[src/rtl/modbus_pkg.sv]
// Shared constants for the Modbus register bank: function codes, exception
// codes and the request-sequencer state encoding.
package modbus_pkg;

    localparam logic [7:0] FC_READ_HOLD    = 8'h03;
    localparam logic [7:0] FC_READ_INPUT   = 8'h04;
    localparam logic [7:0] FC_WRITE_SINGLE = 8'h06;
    localparam logic [7:0] FC_WRITE_MULTI  = 8'h10;

    localparam logic [7:0] EXC_OK            = 8'h00;
    localparam logic [7:0] EXC_ILLEGAL_FUNC  = 8'h01;
    localparam logic [7:0] EXC_ILLEGAL_ADDR  = 8'h02;
    localparam logic [7:0] EXC_ILLEGAL_VALUE = 8'h03;

    typedef enum logic [2:0] {
        ST_IDLE   = 3'd0,
        ST_CHECK  = 3'd1,
        ST_READ   = 3'd2,
        ST_WRITE  = 3'd3,
        ST_COMMIT = 3'd4,
        ST_DONE   = 3'd5
    } state_t;

    function automatic logic fc_is_read(input logic [7:0] f);
        return (f == FC_READ_HOLD) || (f == FC_READ_INPUT);
    endfunction

endpackage

[src/rtl/modbus_addr_check.sv]
// Combinational validator for one register space: reports whether the function
// code targets this space, the resulting exception and the word offset.
module modbus_addr_check
    import modbus_pkg::*;
#(
    parameter int          N           = 8,
    parameter logic [15:0] BASE        = 16'h0000,
    parameter int          MAX_QTY     = 16,
    parameter bit          INPUT_SPACE = 1'b0
) (
    input  logic [7:0]  i_func,
    input  logic [15:0] i_addr,
    input  logic [15:0] i_qty,
    output logic        o_hit,
    output logic [7:0]  o_exc,
    output logic [15:0] o_offset
);

    logic        w_single;
    logic [15:0] w_qty;
    logic [16:0] w_offset;
    logic [17:0] w_end;

    always_comb begin
        if (INPUT_SPACE) begin
            o_hit    = (i_func == FC_READ_INPUT);
            w_single = 1'b0;
        end else begin
            o_hit    = (i_func == FC_READ_HOLD) || (i_func == FC_WRITE_SINGLE) ||
                       (i_func == FC_WRITE_MULTI);
            w_single = (i_func == FC_WRITE_SINGLE);
        end
        w_qty    = w_single ? 16'd1 : i_qty;
        // Bit 16 of the 17-bit difference is the borrow: address below BASE.
        w_offset = {1'b0, i_addr} - {1'b0, BASE};
        w_end    = {1'b0, w_offset} + {2'b00, w_qty};
        o_exc    = EXC_OK;
        if (!w_single && ((i_qty == 16'd0) || (i_qty > 16'(MAX_QTY)))) begin
            o_exc = EXC_ILLEGAL_VALUE;
        end else if (w_offset[16] || (w_end > 18'(N))) begin
            o_exc = EXC_ILLEGAL_ADDR;
        end
        o_offset = w_offset[15:0];
    end

endmodule

[src/rtl/modbus_reg_bank.sv]
// Modbus register bank serving read holding/input, write single and write
// multiple, with staged writes that commit to the holding registers atomically.
module modbus_reg_bank
    import modbus_pkg::*;
#(
    parameter int          N_IN      = 4,
    parameter int          N_HOLD    = 8,
    parameter logic [15:0] IN_BASE   = 16'h0000,
    parameter logic [15:0] HOLD_BASE = 16'h0000,
    parameter int          MAX_QTY   = 16
) (
    input  logic                  clk,
    input  logic                  rst,
    input  logic [16*N_IN-1:0]    in_regs,
    output logic [16*N_HOLD-1:0]  hold_regs_o,
    output logic [N_HOLD-1:0]     hold_update,
    input  logic                  req_valid,
    output logic                  req_ready,
    input  logic [7:0]            req_func,
    input  logic [15:0]           req_addr,
    input  logic [15:0]           req_qty,
    input  logic                  wr_valid,
    output logic                  wr_ready,
    input  logic [15:0]           wr_data,
    output logic                  rsp_valid,
    input  logic                  rsp_ready,
    output logic [15:0]           rsp_data,
    output logic                  rsp_last,
    output logic                  done,
    output logic [7:0]            exc_code
);

    state_t             r_state;
    state_t             w_state_next;
    logic [7:0]         r_func;
    logic [15:0]        r_addr;
    logic [15:0]        r_qty;
    logic               r_space;        // 1: holding space, 0: input space
    logic [15:0]        r_idx;
    logic [15:0]        r_cnt;          // words left including the current one
    logic               r_req_ready;
    logic               r_rsp_valid;
    logic [15:0]        r_rsp_data;
    logic               r_rsp_last;
    logic [7:0]         r_exc;
    logic [N_HOLD-1:0]  r_hold_update;
    logic [15:0]        r_hold [N_HOLD];
    logic [15:0]        r_stage [N_HOLD];
    logic [N_HOLD-1:0]  r_stage_mask;

    logic [15:0]        w_in_words [N_IN];
    logic               w_in_hit;
    logic               w_hold_hit;
    logic [7:0]         w_in_exc;
    logic [7:0]         w_hold_exc;
    logic [15:0]        w_in_offset;
    logic [15:0]        w_hold_offset;
    logic [15:0]        w_offset;
    logic [7:0]         w_exc;
    logic [15:0]        w_sel_idx;
    logic [15:0]        w_sel_word;
    logic               w_req_fire;
    logic               w_rsp_fire;

    generate
        for (genvar gi = 0; gi < N_IN; gi++) begin : g_in_unpack
            assign w_in_words[gi] = in_regs[16*gi +: 16];
        end
        for (genvar gi = 0; gi < N_HOLD; gi++) begin : g_hold_pack
            assign hold_regs_o[16*gi +: 16] = r_hold[gi];
        end
    endgenerate

    modbus_addr_check #(
        .N(N_IN), .BASE(IN_BASE), .MAX_QTY(MAX_QTY), .INPUT_SPACE(1'b1)
    ) u_in_check (
        .i_func(r_func), .i_addr(r_addr), .i_qty(r_qty),
        .o_hit(w_in_hit), .o_exc(w_in_exc), .o_offset(w_in_offset)
    );

    modbus_addr_check #(
        .N(N_HOLD), .BASE(HOLD_BASE), .MAX_QTY(MAX_QTY), .INPUT_SPACE(1'b0)
    ) u_hold_check (
        .i_func(r_func), .i_addr(r_addr), .i_qty(r_qty),
        .o_hit(w_hold_hit), .o_exc(w_hold_exc), .o_offset(w_hold_offset)
    );

    assign w_req_fire = req_valid && r_req_ready;
    assign w_rsp_fire = r_rsp_valid && rsp_ready;

    // Word to load into rsp_data: the first word while checking, else the next one.
    always_comb begin
        w_offset = r_space ? w_hold_offset : w_in_offset;
        if (w_in_hit) begin
            w_exc = w_in_exc;
        end else if (w_hold_hit) begin
            w_exc = w_hold_exc;
        end else begin
            w_exc = EXC_ILLEGAL_FUNC;
        end
        w_sel_idx  = (r_state == ST_CHECK) ? w_offset : r_idx + 16'd1;
        w_sel_word = '0;
        for (int k = 0; k < N_IN; k++) begin
            if (!r_space && (w_sel_idx == 16'(k))) w_sel_word = w_in_words[k];
        end
        for (int k = 0; k < N_HOLD; k++) begin
            if (r_space && (w_sel_idx == 16'(k))) w_sel_word = r_hold[k];
        end
    end

    always_comb begin
        w_state_next = r_state;
        case (r_state)
            ST_IDLE:   if (w_req_fire) w_state_next = ST_CHECK;
            ST_CHECK: begin
                if (w_exc != EXC_OK)         w_state_next = ST_DONE;
                else if (fc_is_read(r_func)) w_state_next = ST_READ;
                else                         w_state_next = ST_WRITE;
            end
            ST_READ:   if (w_rsp_fire && r_rsp_last) w_state_next = ST_DONE;
            ST_WRITE:  if (wr_valid && (r_cnt == 16'd1)) w_state_next = ST_COMMIT;
            ST_COMMIT: w_state_next = ST_DONE;
            ST_DONE:   w_state_next = ST_IDLE;
            default:   w_state_next = ST_IDLE;
        endcase
    end

    always_ff @(posedge clk) begin
        if (rst) begin
            r_state       <= ST_IDLE;
            r_func        <= '0;
            r_addr        <= '0;
            r_qty         <= '0;
            r_space       <= 1'b0;
            r_idx         <= '0;
            r_cnt         <= '0;
            r_req_ready   <= 1'b0;
            r_rsp_valid   <= 1'b0;
            r_rsp_data    <= '0;
            r_rsp_last    <= 1'b0;
            r_exc         <= EXC_OK;
            r_hold_update <= '0;
            r_stage_mask  <= '0;
            for (int k = 0; k < N_HOLD; k++) r_hold[k] <= '0;
        end else begin
            r_state       <= w_state_next;
            r_req_ready   <= (w_state_next == ST_IDLE);
            r_hold_update <= '0;
            case (r_state)
                ST_IDLE: begin
                    if (w_req_fire) begin
                        r_func  <= req_func;
                        r_addr  <= req_addr;
                        r_qty   <= req_qty;
                        r_space <= (req_func != FC_READ_INPUT);
                    end
                end
                ST_CHECK: begin
                    r_exc        <= w_exc;
                    r_idx        <= w_offset;
                    r_cnt        <= (r_func == FC_WRITE_SINGLE) ? 16'd1 : r_qty;
                    r_stage_mask <= '0;
                    if (w_state_next == ST_READ) begin
                        r_rsp_valid <= 1'b1;
                        r_rsp_data  <= w_sel_word;
                        r_rsp_last  <= (r_qty == 16'd1);
                    end
                end
                ST_READ: begin
                    if (w_rsp_fire) begin
                        if (r_rsp_last) begin
                            r_rsp_valid <= 1'b0;
                            r_rsp_last  <= 1'b0;
                        end else begin
                            r_idx      <= r_idx + 16'd1;
                            r_cnt      <= r_cnt - 16'd1;
                            r_rsp_data <= w_sel_word;
                            r_rsp_last <= (r_cnt == 16'd2);
                        end
                    end
                end
                ST_WRITE: begin
                    if (wr_valid) begin
                        if (r_cnt == 16'd1) begin
                            // Final word bypasses staging so every register lands on the same edge.
                            for (int k = 0; k < N_HOLD; k++) begin
                                if (r_stage_mask[k]) r_hold[k] <= r_stage[k];
                                if (r_idx == 16'(k)) r_hold[k] <= wr_data;
                                r_hold_update[k] <= r_stage_mask[k] || (r_idx == 16'(k));
                            end
                            r_stage_mask <= '0;
                        end else begin
                            for (int k = 0; k < N_HOLD; k++) begin
                                if (r_idx == 16'(k)) begin
                                    r_stage[k]      <= wr_data;
                                    r_stage_mask[k] <= 1'b1;
                                end
                            end
                            r_idx <= r_idx + 16'd1;
                            r_cnt <= r_cnt - 16'd1;
                        end
                    end
                end
                default: ;
            endcase
        end
    end

    assign req_ready   = r_req_ready;
    assign wr_ready    = (r_state == ST_WRITE);
    assign rsp_valid   = r_rsp_valid;
    assign rsp_data    = r_rsp_data;
    assign rsp_last    = r_rsp_last;
    assign hold_update = r_hold_update;
    assign done        = (r_state == ST_DONE);
    assign exc_code    = done ? r_exc : EXC_OK;

endmodule

[config.mk]
export PLATFORM = sky130hd
export DESIGN_NAME = modbus_reg_bank
export DESIGN_NICKNAME = d
export VERILOG_FILES = /design/src/rtl/modbus_pkg.sv /design/src/rtl/modbus_addr_check.sv /design/src/rtl/modbus_reg_bank.sv
export SDC_FILE = /design/constraint.sdc
export NUM_CORES = 1
export LEC_CHECK = 0
export ABC_CLOCK_PERIOD_IN_PS = 11000
export BUFFER_PORTS_ARGS = -buffer_cell sky130_fd_sc_hd__buf_2
export CORE_ASPECT_RATIO = 1.4
export CORE_UTILIZATION = 40
export DETAILED_ROUTE_END_ITERATION = 8
export GPL_TIMING_DRIVEN = 0
export PLACE_DENSITY = 0.68
export SETUP_SLACK_MARGIN = 0.1
export SYNTH_ARGS = -nofsm -noshare
export SYNTH_HDL_FRONTEND = slang
export SYNTH_SLANG_ARGS = --single-unit
[constraint.sdc]
create_clock -name clk -period 11 [get_ports clk]
set_input_delay 0.55 -clock clk [delete_from_list [all_inputs] [get_ports clk]]
set_output_delay 0.55 -clock clk [all_outputs]
set_load 0.03 [all_outputs]
==> results.cfg <==
[worst_setup_path]
start_kind = flop
endpoint_kind = flop
r2r-start = r_func[3]
cp.required_ps = 11420
arrival_ps = 6110
criticalPathCategory = reg -> reg
setup.worst_path.start = r_func[3]
cp_max_fo = 10

[sta]
worst_pin_slew_ps = 1360
setup_viol = 0
clock_skew_ps = 46.5
maxSlewHeadroom_pct = 9.14
min_period_over_period_pct = 51.7
slew_violations = 0
finalHoldViolations = 0
timing.final.ws_setup_ps = 5310
period_minus_slack_ps = 5690
fin_setup_tns_ps = 0
timing.fmax_mhz = 176
rsz0062_at_grt = no

[global_routing]
grt.total_usage_pct = 31.5
grt-ovfl-total = 0
grt_pass1_vias = 17000
grt_max_degree = 17
antenna_found_initial = 6
grt_pass1_wl_um = 109000

[synth]
synth_flop_cell = edfxtp_1
synth_edf_count = 256
synthArstFlopShare_pct = 0
synthesis.area_um2 = 18700
yosysWarnings = 0
syn_area_per_cell_um2 = 9.57
ys_types = 92
ys_ff_latch = 369
ys_seq_area_share_pct = 53.3
netlist_instances = 1951

[die]
io_pins = 290
start_util_pct = 40.5
die_width_um = 185
core_um2 = 46100
die_h_um = 258
die_area_um2 = 47600
num_rows = 93

[drt]
post_drt_wl_per_cell_um = 25.7
drtIter0Drc = 1937
routed_via_density = 6.00
firstDrtPassIters = 8
routed-via-count = 17600
ant_nets = 0
drt-total-wl_um = 75400
drc = 0

[clock_network]
cts_post_setup_buffers_inserted = 0
cts_buffers = 38
cts-hold-fix-buffers = 0
insertion_delay_ps = 590
cts.sinks = 369
clk_path_buf_depth = 3
ctsResizeCount = 0
clkTransAtPathRegs_ps = 60
tritoncts = built
cts_root_buffer = clkbuf_16
ctsHtreeMaxLevel = 2

[cells_and_area]
syn2layout_area_growth_pct = 19.5
final_cell_mix = nand2_1, buf_2, edfxtp_1
regArea_um2 = 9950
design_area_um2 = 22300
layout-drive-gt1-share_pct = 20.1
layout.nets = 2450
finalNonFillerCells = 2935
layout_commonest_cell = nand2_1
fill_cells = 4371
multi_input_area_um2 = 8000

[placed_design]
dp_cells = 2860
preCtsSetupSlack_ps = 5410
place_hpwl_um = 58000
port_buffers = 283
place_area_um2 = 21000
gp_congestion = 1.01

[power_and_ir_drop]
power_density_nw_per_um2 = 211
cellLeakagePower_nw = 8.55
worst_ir_drop_vdd_mv = 0.159

[min_path]
hold_class = in -> reg
hp-start = req_addr[3]

[outcome]
status = finished, final reports clean

[job]
cap_viol_max_count = 0
-- state kept, by name, summed over array words and instances (netlist names), 2 cells and up --
name,count
r_addr,16
r_qty,16
r_hold,128
r_func,8
r_state,3
rsp_data,16
r_idx,16
r_exc,2
hold_update,8
r_stage_mask,8
r_cnt,16
r_stage,128
-- through the flow --
| step | power [mW] | hold slack, ps | util [%] |
|---|---|---|---|
| after CTS | 4.63 | 213 | 48.3 |
| after floorplan | 2.62 | 436 | - |
| after global placement | 3.26 | 447 | 45.3 |
| after detailed placement | 3.28 | 452 | 45.5 |
| after global routing | 4.84 | 233 | 48.4 |
| final | 4.70 | 228 | 48.4 |
-- metal layers --
metal  GRT usage, %  share of wire (%)  vias to the layer above
met5              0              0.050                        -
met2           54.3                 49                     1065
li1               -                  -                     7846
met1           34.7                 34                     8424
met3           5.22                8.5                      266
met4           23.4                8.3                        6
-- layout make-up --
cell class | count | area share, %
timing repair buffer | 288 | 6.65
inverter | 29 | 0.488
sequential | 369 | 44.6
clock buffer | 48 | 4.66
clock inverter | 21 | 1.22
tap | 617 | 3.46
buffer | 142 | 3.00
antenna | 5 | 0.0561
multi-input combinational | 1416 | 35.9
-- kinds of logic (layout without fill, tap and decap cells) --
kind of cell             after synthesis  after routing  synth area share (%)
AND/OR/NAND/NOR                      752            752                  18.5
AO/OA/AOI/OAI                        591            591                  19.9
flip-flops                           369            369                  53.3
buffers and inverters                171            528                  4.16
adder cells (fa/ha/maj)               41             41                  2.83
multiplexers                          15             15                 0.858
XOR/XNOR                              11             11                 0.516
other                                  1             11                0.0201
-- power by group --
part	leakage (nW)	total (mW)	internal, mW	switching [mW]
Clock	0.638	1.37	0.794	0.578
Sequential	3.39	1.66	1.55	0.107
Combinational	4.52	1.67	0.474	1.20
-- cells in the mapped netlist, drive strengths merged, types with 6 or more instances --
cell	count	share of area, %
and3	9	0.30
o211ai	13	0.52
inv	28	0.56
buf	71	2.1
nor3	23	0.68
or4	6	0.28
nor2	123	2.7
a32oi	9	0.42
nand2	418	8.4
o2111ai	7	0.33
o21ai	129	3.5
and2	14	0.48
a22oi	14	0.56
xor2	7	0.33
nand3	44	1.2
a31oi	17	0.57
a21o	16	0.64
dfxtp	113	12
a22o	31	1.5
nor2b	22	0.74
mux2i	10	0.56
or3	24	0.83
ha	39	2.6
nand4	18	0.68
o21a	15	0.60
o31ai	10	0.43
o2bb2ai	7	0.33
a211oi	23	0.95
clkbuf	71	1.4
nor4	25	1.0
a222oi	16	0.86
a21oi	223	6.0
o22ai	20	0.67
edfxtp	256	41
-- worst max-delay path: stages, from the launching register on --
cell and delay, ps:
dfxtp_1 310, or4_4 580, nor4_2 790, clkbuf_1 460, nor2_1 230, fa_1 470
a211oi_1 590, o211ai_1 280, a41oi_1 310, mux2i_1 120, nor4_2 550, o2bb2a_4 230
a21oi_2 150, buf_4 190, buf_4 180, a31oi_1 80
-- final timing paths --
path,endpoint,slack [ps],cells past startpoint
setup / recovery,rsp_data[10],5310,15
hold / removal,r_addr[3],230,3
setup reg to reg,rsp_data[10],5310,15
hold reg to reg,r_func[5],460,2
No activity file was read; power rests on OpenSTA's default activity.
